<file path="config.mk">
export PLATFORM = sky130hd
export DESIGN_NAME = alu_exec
export DESIGN_NICKNAME = d
export VERILOG_FILES = /design/src/rtl/cpu_pkg.sv /design/src/rtl/alu_core.sv /design/src/rtl/alu_exec.sv
export SDC_FILE = /design/constraint.sdc
export NUM_CORES = 1
export LEC_CHECK = 0
export BUFFER_PORTS_ARGS = -buffer_cell sky130_fd_sc_hd__buf_2
export CAP_MARGIN = 20
export CELL_PAD_IN_SITES_DETAIL_PLACEMENT = 1
export CELL_PAD_IN_SITES_GLOBAL_PLACEMENT = 2
export CORE_ASPECT_RATIO = 1.5
export CORE_MARGIN = 5
export CORE_UTILIZATION = 38
export CTS_BUF_LIST = sky130_fd_sc_hd__clkbuf_4
export DETAILED_ROUTE_END_ITERATION = 6
export PLACE_DENSITY_LB_ADDON = 0.1
export SYNTH_ARGS = -nofsm -noshare
export SYNTH_HDL_FRONTEND = slang
export SYNTH_HIERARCHICAL = 1
export SYNTH_SLANG_ARGS = --single-unit
</file>
<file path="constraint.sdc">
create_clock -name clk -period 3.18 [get_ports clk]
set_input_delay 0.477 -clock clk [delete_from_list [all_inputs] [get_ports clk]]
set_output_delay 0.477 -clock clk [all_outputs]
set_load 0.02 [all_outputs]
</file>
<file path="src/rtl/cpu_pkg.sv">
// Shared definitions for the execute stage: op-codes, FSM encoding and
// default datapath sizes matching the 8x8 register bank.
package cpu_pkg;

   localparam int DEF_WIDTH  = 8;
   localparam int DEF_ADDR_W = 3;

   typedef enum logic [2:0] {
      OP_ADD = 3'b000,
      OP_SUB = 3'b001,
      OP_AND = 3'b010,
      OP_OR  = 3'b011,
      OP_XOR = 3'b100,
      OP_SHL = 3'b101,
      OP_SHR = 3'b110,
      OP_MUL = 3'b111
   } op_t;

   typedef enum logic [1:0] {
      S_IDLE = 2'b00,
      S_MUL  = 2'b01,
      S_DONE = 2'b10
   } state_t;

endpackage

</file>
<file path="src/rtl/alu_core.sv">
// Combinational single-cycle ALU: add, subtract, logic ops and 1-bit shifts.
// MUL is not handled here and yields a zero result.
module alu_core
   import cpu_pkg::*;
#(
   parameter int WIDTH = DEF_WIDTH
) (
   input  logic [WIDTH-1:0] a,
   input  logic [WIDTH-1:0] b,
   input  op_t              op,
   output logic [WIDTH-1:0] result,
   output logic             c,
   output logic             v,
   output logic             z
);

   logic [WIDTH:0] ext;

   // NOTE: every output gets a default first so no path can leave a value
   // unassigned, which would otherwise infer a latch.
   always_comb begin
      result = '0;
      c      = 1'b0;
      v      = 1'b0;
      ext    = '0;
      case (op)
         OP_ADD: begin
            ext    = {1'b0, a} + {1'b0, b};
            result = ext[WIDTH-1:0];
            c      = ext[WIDTH];
            v      = (a[WIDTH-1] == b[WIDTH-1]) && (result[WIDTH-1] != a[WIDTH-1]);
         end
         OP_SUB: begin
            // The extra top bit of the widened difference is the borrow.
            ext    = {1'b0, a} - {1'b0, b};
            result = ext[WIDTH-1:0];
            c      = ext[WIDTH];
            v      = (a[WIDTH-1] != b[WIDTH-1]) && (result[WIDTH-1] != a[WIDTH-1]);
         end
         OP_AND: result = a & b;
         OP_OR:  result = a | b;
         OP_XOR: result = a ^ b;
         OP_SHL: begin
            result = {a[WIDTH-2:0], 1'b0};
            c      = a[WIDTH-1];
         end
         OP_SHR: begin
            result = {1'b0, a[WIDTH-1:1]};
            c      = a[0];
         end
         default: result = '0;
      endcase
   end

   assign z = (result == '0);

endmodule

</file>
<file path="src/rtl/alu_exec.sv">
// Execute stage between the register bank read ports and its write port.
// Single-cycle ops complete in 2 cycles; MUL is a WIDTH-step shift-add.
module alu_exec
   import cpu_pkg::*;
#(
   parameter int WIDTH  = DEF_WIDTH,
   parameter int ADDR_W = DEF_ADDR_W
) (
   input  logic              clk,
   input  logic              rst,
   input  logic              start,
   input  logic [2:0]        op,
   input  logic [ADDR_W-1:0] rd,
   input  logic [WIDTH-1:0]  a,
   input  logic [WIDTH-1:0]  b,
   output logic              busy,
   output logic              done,
   output logic              wr_en,
   output logic [ADDR_W-1:0] wr_addr,
   output logic [WIDTH-1:0]  wr_data,
   output logic              flag_z,
   output logic              flag_c,
   output logic              flag_v
);

   localparam int CNT_W = $clog2(WIDTH) + 1;

   state_t               state, state_next;
   op_t                  op_in;
   logic [WIDTH-1:0]     b_reg;
   logic [2*WIDTH-1:0]   acc, mcand, acc_next;
   logic [CNT_W-1:0]     count;
   logic                 mul_last;
   logic [WIDTH-1:0]     core_result;
   logic                 core_c, core_v, core_z;

   assign op_in = op_t'(op);

   // The core sees the operands in the accept cycle, so its outputs equal
   // what is captured at that edge and can be registered straight into DONE.
   alu_core #(.WIDTH(WIDTH)) u_core (
      .a      (a),
      .b      (b),
      .op     (op_in),
      .result (core_result),
      .c      (core_c),
      .v      (core_v),
      .z      (core_z)
   );

   assign acc_next = b_reg[0] ? (acc + mcand) : acc;
   assign mul_last = (count == CNT_W'(WIDTH - 1));

   always_comb begin
      state_next = state;
      case (state)
         S_IDLE:  if (start) state_next = (op_in == OP_MUL) ? S_MUL : S_DONE;
         S_MUL:   if (mul_last) state_next = S_DONE;
         S_DONE:  state_next = S_IDLE;
         default: state_next = S_IDLE;
      endcase
   end

   assign busy  = (state != S_IDLE);
   assign done  = (state == S_DONE);
   assign wr_en = (state == S_DONE);

   // NOTE: all state here is updated with non-blocking assignments so every
   // register samples pre-edge values regardless of statement order.
   always_ff @(posedge clk or posedge rst) begin
      if (rst) begin
         state   <= S_IDLE;
         b_reg   <= '0;
         acc     <= '0;
         mcand   <= '0;
         count   <= '0;
         wr_addr <= '0;
         wr_data <= '0;
         flag_z  <= 1'b0;
         flag_c  <= 1'b0;
         flag_v  <= 1'b0;
      end else begin
         state <= state_next;
         case (state)
            S_IDLE: begin
               if (start) begin
                  wr_addr <= rd;
                  if (op_in == OP_MUL) begin
                     acc   <= '0;
                     mcand <= {{WIDTH{1'b0}}, a};
                     b_reg <= b;
                     count <= '0;
                  end else begin
                     wr_data <= core_result;
                     flag_z  <= core_z;
                     flag_c  <= core_c;
                     flag_v  <= core_v;
                  end
               end
            end
            S_MUL: begin
               acc   <= acc_next;
               mcand <= mcand << 1;
               b_reg <= b_reg >> 1;
               count <= count + CNT_W'(1);
               // Final iteration: publish the sum that is landing in acc now.
               if (mul_last) begin
                  wr_data <= acc_next[WIDTH-1:0];
                  flag_z  <= (acc_next[WIDTH-1:0] == '0);
                  flag_c  <= (acc_next[2*WIDTH-1:WIDTH] != '0);
                  flag_v  <= 1'b0;
               end
            end
            default: ;
         endcase
      end
   end

endmodule

</file>
* Word-level counts from Yosys, hierarchy flattened *
Cells that the tools add are included.

word-level totals
  bits in registers = 60
  bits of input ports = 25

operators by class
  add/subtract/negate cells = 4
  equal/unequal tests = 18
  muxes and demuxes = 36
  bitwise logic cells = 3
  reductions and logical operators = 13

operators by type and width
  operator                                                         count
  16-bit 2-to-1 mux                                                5
  16-bit case mux with 2 select lines                              2
  8-bit case mux with 7 select lines                               1
  8-bit 2-to-1 mux                                                 5
  8-bit case mux with 2 select lines                               2
  16-bit adder                                                     1
  8-bit logical NOT                                                2
  3-bit == test, second input constant                             4
  8-bit by 8-bit adder with 9-bit output                           1
  1-bit 2-to-1 mux                                                 9
  8-bit by 8-bit subtractor with 9-bit output                      1
  8-bit bitwise AND                                                1
  4-bit 2-to-1 mux                                                 2
  2-bit != test, second input constant                             4
  8-bit bitwise OR                                                 1
  1-bit case mux with 2 select lines                               4
  4-bit case mux with 2 select lines                               1
  8-bit nonzero test                                               1
  8-bit XOR                                                        1
  3-bit by 2-bit == test with 1-bit output, second input constant  2
  2-bit 2-to-1 mux                                                 3
  4-bit by 1-bit adder with 4-bit output, second input constant    1
  4-bit by 3-bit == test with 1-bit output, second input constant  1
  1-bit case mux with 4 select lines                               1
  other kinds (13)                                                 18

* Logic depth before layout (Yosys ltp) *
Gate-level depths: netlist (run 1).

  depth after elaboration = 7
  depth in mapped cells = 13
  gate-level depth less buffers = 13

* Hierarchy *
The synthesis (run 1) kept the hierarchy.

modules (own cells, without submodules)
  module    instances  cells an instance  area an instance (um2)  sequential area each (um2)
  alu_exec  1          410                3565.9                  1501.4
  alu_core  1          207                1452.6                  0.0

* Least setup slack after synthesis (run 1) *
No wires, ideal clock.

  path type = input-to-reg
  start = input port a[0]
  end = register flag_z
  library setup time = 0.077 ns
  arrival time = 2.520 ns
  data required time = 3.103 ns
  slack = 0.583 ns
  stages = 12
  buffers on the path = 0
  cell sequence = inv_1 > ha_1 > inv_1 > fa_1 > nor2b_1 > o311a_1 > o311ai_1 > o311a_1 > o21ai_1 > nor4_2 > a32oi_1 > o21ai_1

between the ends
  word-level cells in the longest chain between the ends = 6
  elaborated cells on any way between the ends = 10
  those cells by class = add/sub (2); mux (4); bitwise (3); reduce/logical (1)

RTL lines
  element                                                                                                line                            text
  from (decl)                                                                                            alu_exec.sv:14                  input logic [WIDTH-1:0] a,
  8-bit by 8-bit subtractor with 9-bit output or 8-bit by 8-bit adder with 9-bit output (tied branches)  alu_core.sv:35, alu_core.sv:28
  8-bit case mux with 7 select lines (*)                                                                 alu_core.sv:26                  case (op)
  named net core_result[6]                                                                               alu_exec.sv:34                  logic [WIDTH-1:0] core_result;
  8-bit logical NOT (*)                                                                                  alu_core.sv:55                  assign z = (result == '0);
  named net core_z                                                                                       alu_exec.sv:35                  logic core_c, core_v, core_z;
  1-bit 2-to-1 mux (*)                                                                                   alu_exec.sv:88                  if (op_in == OP_MUL) begin
  1-bit 2-to-1 mux (*)                                                                                   alu_exec.sv:86                  if (start) begin
  1-bit case mux with 2 select lines (*)                                                                 alu_exec.sv:84                  case (state)
  to (signal assigned)                                                                                   alu_exec.sv:95                  flag_z <= core_z;
  to (signal assigned)                                                                                   alu_exec.sv:109                 flag_z <= (acc_next[WIDTH-1:0] == '0);
  to (decl)                                                                                              alu_exec.sv:21                  output logic flag_z,

Mark *: on every way through the listed nets, which the timed path passes. The rest lies on a longest branch. The select of a mux whose other input is x is not followed.
A chain may end at the register's enable or synchronous reset.

* Worst setup path in the final report (run 1) *
  start = register acc[0]
  end = register flag_c

between the ends
  word-level cells in the longest chain between the ends = 5

RTL lines
  element                             line             text
  from (decl)                         alu_exec.sv:31   logic [2*WIDTH-1:0] acc, mcand, acc_next;
  from (signal assigned)              alu_exec.sv:102  acc <= acc_next;
  16-bit adder                        alu_exec.sv:51   assign acc_next = b_reg[0] ? (acc + mcand) : acc;
  16-bit 2-to-1 mux                   alu_exec.sv:51
  8-bit nonzero test                  alu_exec.sv:110  flag_c <= (acc_next[2*WIDTH-1:WIDTH] != '0);
  1-bit 2-to-1 mux                    alu_exec.sv:107  if (mul_last) begin
  1-bit case mux with 2 select lines  alu_exec.sv:84
  to (signal assigned)                alu_exec.sv:96   flag_c <= core_c;
  to (signal assigned)                alu_exec.sv:110
  to (decl)                           alu_exec.sv:22   output logic flag_c,

Every way passes these cells. The select of a mux whose other input is x is not followed.

==> metrics, run 1 <==
status=finished clean; fraction of registers with async set/reset=100.0%; CP max FO=4; crit path launch type=flip-flop; number of synthesized flops with an enable pin=0; Post-DP HPWL=12.49 mm; TritonCTS buffer count=9; Max Cap Viol=0; worst reg2reg path depth=9; reg2reg end=flag_c$_DFFE_PP0P_; Fin Setup TNS=0 ns; Final Core Density=42.27%; GRT Util Overall=21.06%; Slew @ Worst Pin=0.7335 ns; worst r2r src=acc[0]$_DFFE_PP0P_; clock slew at reported path FFs=0.12 ns; CP top delay family=compound AO/OA/AOI/OAI gates; synth top area cells=dfrtp_1, ha_1, nand2_1; Via Count=4699; count leader, synth=nand2_1; fraction of layout cells with a size suffix above 1=14.33%; CTS Buffer Depth=2; DR pass1 iterations=5; area occupied by multi-input gates=3233 um^2; achievable frequency=0.3488 GHz; number of global-route vias before repair=5044; Starting DRT DRC Count=204; syn nets=685; number of synthesized register bits=60; io pins=42; Yosys warning total=6; DRC=0; # setup viols final=0; die width=103.8 um; crit path time final=2.867 ns; VDD IR max=0.3201 mV; Worst EP arrival=3.15 ns; Clk Latency, worst-skew pair=0.42 ns; Setup CP Type=reg2reg; Post-Layout Cell Count=809; synthesized instance count=617; CP Data Required Time=3.46 ns; total grt overflow=0; Initial Util=38.74%; drt total wl=16.36 mm; CTS tree=done; crit-path cells=ha_1 > fa_1 > a211oi_1 > or2_1 > a21oi_1 > o211ai_1 > o311ai_1 > nor4_2 > a31oi_1; CTS resizes=0; clk_skew=0.02151 ns; PwrDens=786.3 nW/um^2; top cells by count, synth=nand2_1, dfrtp_1, o21ai_0; hold buffers post-CTS=0; full die area=15650 um^2; period utilisation layout=90.16%; first-pass GRT wire length=26.43 mm; Final ANT Viol Nets=0; Final Cell Area=5475 um^2; CP Buf/Inv Count=0; Slew Limit Fails=0; final hold slack=0.1066 ns; CORE AREA=12950 um^2; die boundary height=150.8 um; Slew HR=50.92%; Leakage Power=2.530 nW; H-tree levels=3; largest net degree at the start of global routing=62; RSZ-0062 raised after global routing=no; Sink Count=60; CP peak stage delay=0.42 ns; Clock Tree Root=clkbuf_4; Post-CTS Setup Repair Bufs=0; initial antenna violation count=1; Synth area leader=dfrtp_1; Hold Crit Class=in2async; register area=1501 um^2; Netlist cell types=77; drt via density=5.808; final hold vios=0; slowest cell on the critical path=dfrtp_1; Syn Area/Cell=8.134 um^2; Top Registers=acc x16, mcand x16; RePlAce Congestion=0.9287; Port Buf Inserts=41; r2r setup slk=0.31 ns; Area Overhead vs Synth=9.100%; Top FF cell, synth=dfrtp_1; # fillers=1599; Seq/Total Area, Yosys=29.92%; Post-Syn Area=5019 um^2; top-area cell type share of the netlist area=29.92%; element type at the critical path end=flip-flop; Rows=51; Placed Cells=792; routed length per instance=20.23 um; Layout Nets=712; placed inst area=5361 um^2
-- stage by stage --
stage / setup slack (ns) / power, mW
floorplan: 0.5833 / 3.139
global placement: 0.2372 / 3.775
global route: 0.1989 / 4.673
finish: 0.3130 / 4.305
detailed placement: 0.1692 / 3.843
CTS: 0.3382 / 4.348
-- cell usage in the layout (no fill, tap or decap), drive strengths merged, types with 6 or more instances in the layout --
| cell | n |
|---|---|
| nand2 | 100 |
| dfrtp | 60 |
| buf | 52 |
| o21ai | 49 |
| nor2 | 46 |
| ha | 40 |
| inv | 34 |
| a21oi | 28 |
| a31oi | 19 |
| nor2b | 15 |
| nand2b | 13 |
| nand3 | 12 |
| a211oi | 11 |
| a21o | 10 |
| xnor2 | 10 |
| mux2i | 9 |
| clkbuf | 9 |
| nor3 | 7 |
| a31o | 7 |
| o21bai | 6 |
| xor2 | 6 |
| a311oi | 6 |
| mux2 | 6 |
-- cells by family (layout without fill, tap and decap cells) --
| group | count (synthesis) | after routing | share of synthesized area, % |
|---|---|---|---|
| adders and majority gates | 43 | 43 | 11.17 |
| AOI/OAI and AO/OA | 190 | 190 | 26.28 |
| buffers and inverters | 70 | 102 | 5.710 |
| and+or+nand+nor | 223 | 223 | 20.99 |
| DFF | 60 | 60 | 29.92 |
| muxes | 15 | 15 | 3.141 |
| other | 0 | 1 | 0 |
| xor gates and xnor gates | 16 | 16 | 2.792 |
-- report_power, final --
| group | switching (mW) | internal, mW | total, mW | leakage [nW] |
|---|---|---|---|---|
| combinational | 1.50 | 0.986 | 2.49 | 1.72 |
| clock | 0.319 | 0.156 | 0.475 | 0.0615 |
| sequential | 0.271 | 1.07 | 1.34 | 0.751 |
| total | 2.09 | 2.21 | 4.30 | 2.53 |
-- metal layers --
metal	part of all wire (%)	global-route usage [%]
met1	42	24.56
met2	54	40.04
met3	1.7	2.059
met4	2.5	6.935
met5	0	0
-- how the worst max path moves through the flow --
stage | from | endpoint | slack, ns | depth (start not counted)
final | acc[0]$_DFFE_PP0P_ | flag_c$_DFFE_PP0P_ | 0.31 | 9
after global routing | mcand[0]$_DFFE_PP0P_ | flag_c$_DFFE_PP0P_ | 0.20 | 9
after CTS | mcand[0]$_DFFE_PP0P_ | flag_c$_DFFE_PP0P_ | 0.34 | 9
after detailed placement | a[0] | flag_z$_DFFE_PP0P_ | 0.17 | 13
after global placement | a[0] | flag_z$_DFFE_PP0P_ | 0.24 | 13
after floorplan | a[0] | flag_z$_DFFE_PP0P_ | 0.58 | 12
-- layout make-up --
| cell class | instances | share of cell area [%] |
|---|---|---|
| antenna | 1 | 0.04570 |
| sequential | 60 | 27.42 |
| timing repair buffer | 52 | 5.484 |
| inverter | 34 | 2.331 |
| clock inverter | 7 | 0.7998 |
| tap | 159 | 3.633 |
| clock buffer | 9 | 1.234 |
| multi-input combinational | 487 | 59.05 |
Power figures use the tool's default switching activity.
==> run 2: changes to the inputs <==
--- a/config.mk
+++ b/config.mk
@@ -7,14 +7,11 @@
 export LEC_CHECK = 0
 export BUFFER_PORTS_ARGS = -buffer_cell sky130_fd_sc_hd__buf_2
 export CAP_MARGIN = 20
-export CELL_PAD_IN_SITES_DETAIL_PLACEMENT = 1
-export CELL_PAD_IN_SITES_GLOBAL_PLACEMENT = 2
 export CORE_ASPECT_RATIO = 1.5
 export CORE_MARGIN = 5
-export CORE_UTILIZATION = 38
+export CORE_UTILIZATION = 45
 export CTS_BUF_LIST = sky130_fd_sc_hd__clkbuf_4
 export DETAILED_ROUTE_END_ITERATION = 6
-export PLACE_DENSITY_LB_ADDON = 0.1
 export SYNTH_ARGS = -nofsm -noshare
 export SYNTH_HDL_FRONTEND = slang
 export SYNTH_HIERARCHICAL = 1
==> metrics, run 2 (synthesis gave the netlist of run 1 again) <==
Placed Cells=781 (-1.4%); clock slew at reported path FFs=0.11 ns (about the same); Clock Tree Root=clkbuf_4; final hold slack=0.08126 ns (-0.02529 ns); CP peak stage delay=0.42 ns (about the same); crit-path cells=ha_1 > fa_1 > a211oi_1 > or2_1 > a21oi_1 > o211ai_1 > o311ai_1 > nor4_2 > a31oi_1; Combinational Power Share=57.6% (-0.2 points); Area Overhead vs Synth=8.576%; hold buffers post-CTS=0 (unchanged); CTS Buffer Depth=2 (unchanged); slowest cell on the critical path=dfrtp_1; commonest non-fill, non-tap cells in the layout=nand2_1, dfrtp_1, o21ai_0; sw frac=47.28% (-1.3 points); achievable frequency=0.3520 GHz (+0.92%); cell internal pwr=2.231 mW (+0.78%); CP Data Required Time=3.48 ns (+0.02 ns); RePlAce Congestion=0.9164 (-1.3%); crit path time final=2.841 ns (-0.02625 ns); period utilisation layout=89.33% (-0.83 points); Sink Count=60 (unchanged); Starting DRT DRC Count=271 (+33%); Psw=2.001 mW (-4.3%); Initial Util=45.64% (+6.9 points); Setup CP Type=reg2reg; Top Registers=acc x16, mcand x16; r2r setup slk=0.34 ns (+0.03 ns); status=finished clean; Leakage Power=2.529 nW (about the same); Clk Latency, worst-skew pair=0.41 ns (about the same); # fillers=1145 (-28%); DR pass1 iterations=5 (unchanged); Post-Layout Cell Count=797 (-1.5%); Slew Limit Fails=0 (unchanged); CORE AREA=11000 um^2 (-15%); CP max FO=4 (unchanged); CTS resizes=0 (unchanged); Port Buf Inserts=41 (unchanged); Worst EP arrival=3.14 ns (about the same); die width=96.23 um (-7.3%); clk_skew=0.01946 ns (-0.002056 ns); initial antenna violation count=1 (unchanged); drt total wl=14.41 mm (-12%); fraction of layout cells with a size suffix above 1=14.18% (-0.15 points); CTS tree=done; GRT Util Overall=22.50% (+1.4 points); # setup viols final=0 (unchanged); Layout Nets=713 (+0.14%); total grt overflow=0 (unchanged); TritonCTS buffer count=9 (unchanged); crit path launch type=flip-flop; commonest non-fill, non-tap cell in the layout=nand2_1; largest net degree at the start of global routing=62 (unchanged); Slew @ Worst Pin=0.8403 ns (+0.1068 ns); full die area=13410 um^2 (-14%); Rows=47 (-7.8%); Via Count=4719 (+0.43%); DRC=0 (unchanged); Max Cap Viol=0 (unchanged); routed length per instance=18.08 um (-11%); Hold Crit Class=in2async; Fin Setup TNS=0 ns (unchanged); drt via density=5.921 (+1.9%); Post-CTS Setup Repair Bufs=0 (unchanged); Slew HR=43.84% (-7.1 points); VDD IR max=0.2013 mV (-37%); number of global-route vias before repair=4742 (-6.0%); final hold vios=0 (unchanged); die boundary height=139.3 um (-7.6%); first-pass GRT wire length=23.76 mm (-10%); RSZ-0062 raised after global routing=no; PwrDens=776.5 nW/um^2 (-1.2%); Final ANT Viol Nets=0 (unchanged); Clk pwr share=10.5% (-0.5 points); Post-DP HPWL=10.98 mm (-12%); H-tree levels=3 (unchanged); element type at the critical path end=flip-flop; io pins=42 (unchanged); sequential share of power=31.9% (+0.7 points)
-- run 2: changes by cell type in the layout (fill, tap and decap cells not counted) --
cell | previous run | this run
clkbuf_4 | 9 | 10
clkinv_2 | 4 | 2
clkinvlp_4 | 2 | 1
buf_12 | 1 | 0
clkinv_1 | 0 | 1
buf_4 | 10 | 12
-- run 2: area by class of cell --
| cell class | instances | area [um^2] | area share (%) |
|---|---|---|---|
| diodes | 1 | 2.502 | 0.04592 |
| clock buffers | 10 | 75.07 | 1.378 |
| clock inverters | 5 | 30.03 | 0.5511 |
| inverters | 34 | 127.6 | 2.342 |
| multi-input cells | 487 | 3233 | 59.33 |
| flip-flops and latches | 60 | 1501 | 27.55 |
| well taps | 147 | 183.9 | 3.375 |
| repair buffers | 53 | 295.3 | 5.419 |
-- run 2: per-stage QoR --
step / instance area [um^2] / setup slack (ns) / util, % / total power, mW
after floorplan: 5019 / 0.5833 / - / 3.139
after global placement: 5341 / 0.2694 / 48.57 / 3.730
after detailed placement: 5341 / 0.2135 / 48.57 / 3.782
after CTS: 5446 / 0.4276 / 49.53 / 4.248
after global routing: 5449 / 0.2048 / 49.55 / 4.603
final: 5449 / 0.3393 / 49.55 / 4.231
-- run 2: power by group through the flow --
stage               combinational [mW]  sequential [mW]  clock, mW
detailed placement                2.42             1.36          0
global placement                  2.38             1.35          0
CTS                               2.43             1.35      0.467
floorplan                         1.79             1.35          0
finish                            2.44             1.35      0.444
global route                      2.72             1.39      0.502
-- run 2: final timing paths --
check	start	endpoint	depth (start not counted)
max	mcand[0]$_DFFE_PP0P_	flag_c$_DFFE_PP0P_	9
min	rst	mcand[12]$_DFFE_PP0P_	2
max reg2reg	mcand[0]$_DFFE_PP0P_	flag_c$_DFFE_PP0P_	9
min reg2reg	wr_data[3]$_DFFE_PP0P_	wr_data[3]$_DFFE_PP0P_	2
max in group asynchronous	rst	acc[0]$_DFFE_PP0P_	3
min in group clk	rd[1]	wr_addr[1]$_DFFE_PP0P_	2
-- run 2: metal layers --
| metal | wire, um | global-route usage [%] | share of wire (%) |
|---|---|---|---|
| met3 | 446 | 3.672 | 3.1 |
| met2 | 7492 | 38.62 | 52 |
| met5 | 0 | 0 | 0 |
| met4 | 768 | 12.22 | 5.3 |
| met1 | 5705 | 25.88 | 40 |
-- run 2: worst max-delay path, delay by kind of cell, from the launching register on --
kind                       cells  cell delay (ns)
DFF                            1             0.42
and+or+nand+nor                2             0.57
AOI/OAI and AO/OA              5             1.11
adders and majority gates      2             0.64
==> run 3: changes to the inputs <==
--- a/config.mk
+++ b/config.mk
@@ -9,7 +9,7 @@
 export CAP_MARGIN = 20
 export CORE_ASPECT_RATIO = 1.5
 export CORE_MARGIN = 5
-export CORE_UTILIZATION = 45
+export CORE_UTILIZATION = 46
 export CTS_BUF_LIST = sky130_fd_sc_hd__clkbuf_4
 export DETAILED_ROUTE_END_ITERATION = 6
 export SYNTH_ARGS = -nofsm -noshare
==> constraint.sdc (replaced) <==
create_clock -name clk -period 3.2 [get_ports clk]
set_input_delay 0.48 -clock clk [delete_from_list [all_inputs] [get_ports clk]]
set_output_delay 0.48 -clock clk [all_outputs]
set_load 0.02 [all_outputs]
==> metrics, run 3 (synthesis gave the netlist of run 1 again) <==
pre-CTS WS=0.2503 ns (+0.03676 ns); first-pass GRT wire length=23.63 mm (-0.58%); commonest non-fill, non-tap cells in the layout=nand2_1, dfrtp_1, o21ai_0; Initial Util=47.13% (+1.5 points); Final Core Density=51.36% (+1.8 points); hold buffers post-CTS=0 (unchanged); CP Data Required Time=3.48 ns (about the same); GR peak layer=met2; CP peak stage delay=0.43 ns (about the same); Worst path depth=9 (unchanged); crit path time final=2.813 ns (-0.02725 ns); Post-CTS Setup Repair Bufs=0 (unchanged); period utilisation layout=87.92% (-1.4 points); initial antenna violation count=1 (unchanged); DR pass1 iterations=6 (+1); status=finished clean; CP top delay family=compound AO/OA/AOI/OAI gates; Post-Layout Cell Count=791 (-0.75%); Sink Count=60 (unchanged); Slew HR=39.59% (-4.2 points); CTS resizes=0 (unchanged); Slew @ Worst Pin=0.9048 ns (+0.06444 ns); Fin Setup TNS=0 ns (unchanged); CP max FO=4 (unchanged); met3 usage=3.474% (-0.20 points); met1 Usage GRT=27.27% (+1.4 points); Slew Limit Fails=0 (unchanged); drt total wl=14.29 mm (-0.82%); achievable frequency=0.3554 GHz (+0.97%); Clk Latency, worst-skew pair=0.40 ns (about the same); # fillers=1078 (-5.9%); PwrDens=796.7 nW/um^2 (+2.6%); clk_skew=0.01213 ns (-0.007326 ns); drt via density=5.927 (about the same); worst r2r src=mcand[0]$_DFFE_PP0P_; CORE AREA=10650 um^2 (-3.2%); Layout Nets=709 (-0.56%); reg2reg end=flag_c$_DFFE_PP0P_; crit-path cells=ha_1 > fa_1 > a211oi_1 > or2_1 > a21oi_1 > o211ai_1 > o311ai_1 > nor4_2 > a31oi_1; Placed Cells=774 (-0.90%); Worst Setup SP=mcand[0]$_DFFE_PP0P_; crit path launch type=flip-flop; Worst EP arrival=3.10 ns (-0.04 ns); Rows=46 (-2.1%); Area Overhead vs Synth=8.975%; # setup viols final=0 (unchanged); CTS Buffer Depth=2 (unchanged); RePlAce Congestion=0.9181 (+0.19%); slowest cell on the critical path=dfrtp_1; H-tree levels=3 (unchanged); largest net degree at the start of global routing=62 (unchanged); r2r setup slk=0.39 ns (+0.05 ns); Starting DRT DRC Count=289 (+6.6%); worst setup path end=flag_c$_DFFE_PP0P_; number of global-route vias before repair=4763 (+0.44%); Leakage Power=2.535 nW (+0.22%); Max Cap Viol=0 (unchanged); Post-DP HPWL=10.85 mm (-1.1%); GRT Util Overall=23.30% (+0.81 points); met2 Track Usage GR=40.44% (+1.8 points); io pins=42 (unchanged); worst reg2reg path depth=9 (unchanged); Via Count=4688 (-0.66%); full die area=13140 um^2 (-2.0%); total grt overflow=0 (unchanged); die boundary height=137.9 um (-1.0%); RSZ-0062 raised after global routing=no; Setup CP Type=reg2reg; Top Registers=acc x16, mcand x16; CTS tree=done; Final ANT Viol Nets=0 (unchanged); VDD IR max=0.3033 mV (+51%); final setup margin=0.3865 ns (+0.04725 ns); commonest non-fill, non-tap cell in the layout=nand2_1; fraction of layout cells with a size suffix above 1=13.78% (-0.40 points); element type at the critical path end=flip-flop; final hold vios=0 (unchanged); Clock Tree Root=clkbuf_4; DRC=0 (unchanged); CP Buf/Inv Count=0 (unchanged); Port Buf Inserts=41 (unchanged); TritonCTS buffer count=9 (unchanged); routed length per instance=18.07 um (about the same); die width=95.29 um (-0.98%); Hold Crit Class=in2async; clock slew at reported path FFs=0.11 ns (about the same)
[run 3: cell count changes in the layout (fill, tap and decap cells not counted)]
cell / change
clkinv_4: -1
buf_4: -4
clkbuf_4: +1
clkinv_2: -1
bufinv_16: +2
[run 3: layout make-up]
| cell class | instances | area [um^2] | share of cell area (%) |
|---|---|---|---|
| well taps | 144 | 180.2 | 3.294 |
| clock inverters | 5 | 76.32 | 1.396 |
| flip-flops and latches | 60 | 1501 | 27.45 |
| diodes | 1 | 2.502 | 0.04576 |
| inverters | 34 | 127.6 | 2.334 |
| clock buffers | 11 | 82.58 | 1.510 |
| repair buffers | 49 | 265.3 | 4.850 |
| multi-input cells | 487 | 3233 | 59.12 |
[run 3: where the power goes]
part	internal, mW	switching (mW)	total (mW)
Combinational	0.980	1.43	2.41
Sequential	1.07	0.265	1.33
Clock	0.331	0.284	0.616
Total	2.38	1.98	4.36
[run 3: stage by stage]
step | power, mW | area, um^2 | hold slack, ns
finish | 4.357 | 5469 | 0.2611
floorplan | 3.120 | 5019 | 0.4673
global route | 4.744 | 5469 | 0.2595
CTS | 4.387 | 5466 | 0.2616
detailed placement | 3.746 | 5308 | 0.4697
global placement | 3.692 | 5308 | 0.4632
[run 3: worst min-delay path by stage]
stage | from | to | slack [ns] | depth (start not counted)
detailed placement | wr_data[2]$_DFFE_PP0P_ | wr_data[2]$_DFFE_PP0P_ | 0.47 | 2
global placement | wr_data[1]$_DFFE_PP0P_ | wr_data[1]$_DFFE_PP0P_ | 0.46 | 2
finish | rst | mcand[13]$_DFFE_PP0P_ | 0.26 | 2
floorplan | b_reg[7]$_DFFE_PP0P_ | b_reg[7]$_DFFE_PP0P_ | 0.47 | 2
global route | rd[0] | wr_addr[0]$_DFFE_PP0P_ | 0.26 | 2
CTS | rd[0] | wr_addr[0]$_DFFE_PP0P_ | 0.26 | 2
[run 3: routing by layer]
| layer | share of wire (%) | wire length, um |
|---|---|---|
| met5 | 0 | 0 |
| met2 | 52 | 7392 |
| met4 | 4.5 | 648 |
| met3 | 3.4 | 492 |
| met1 | 40 | 5760 |
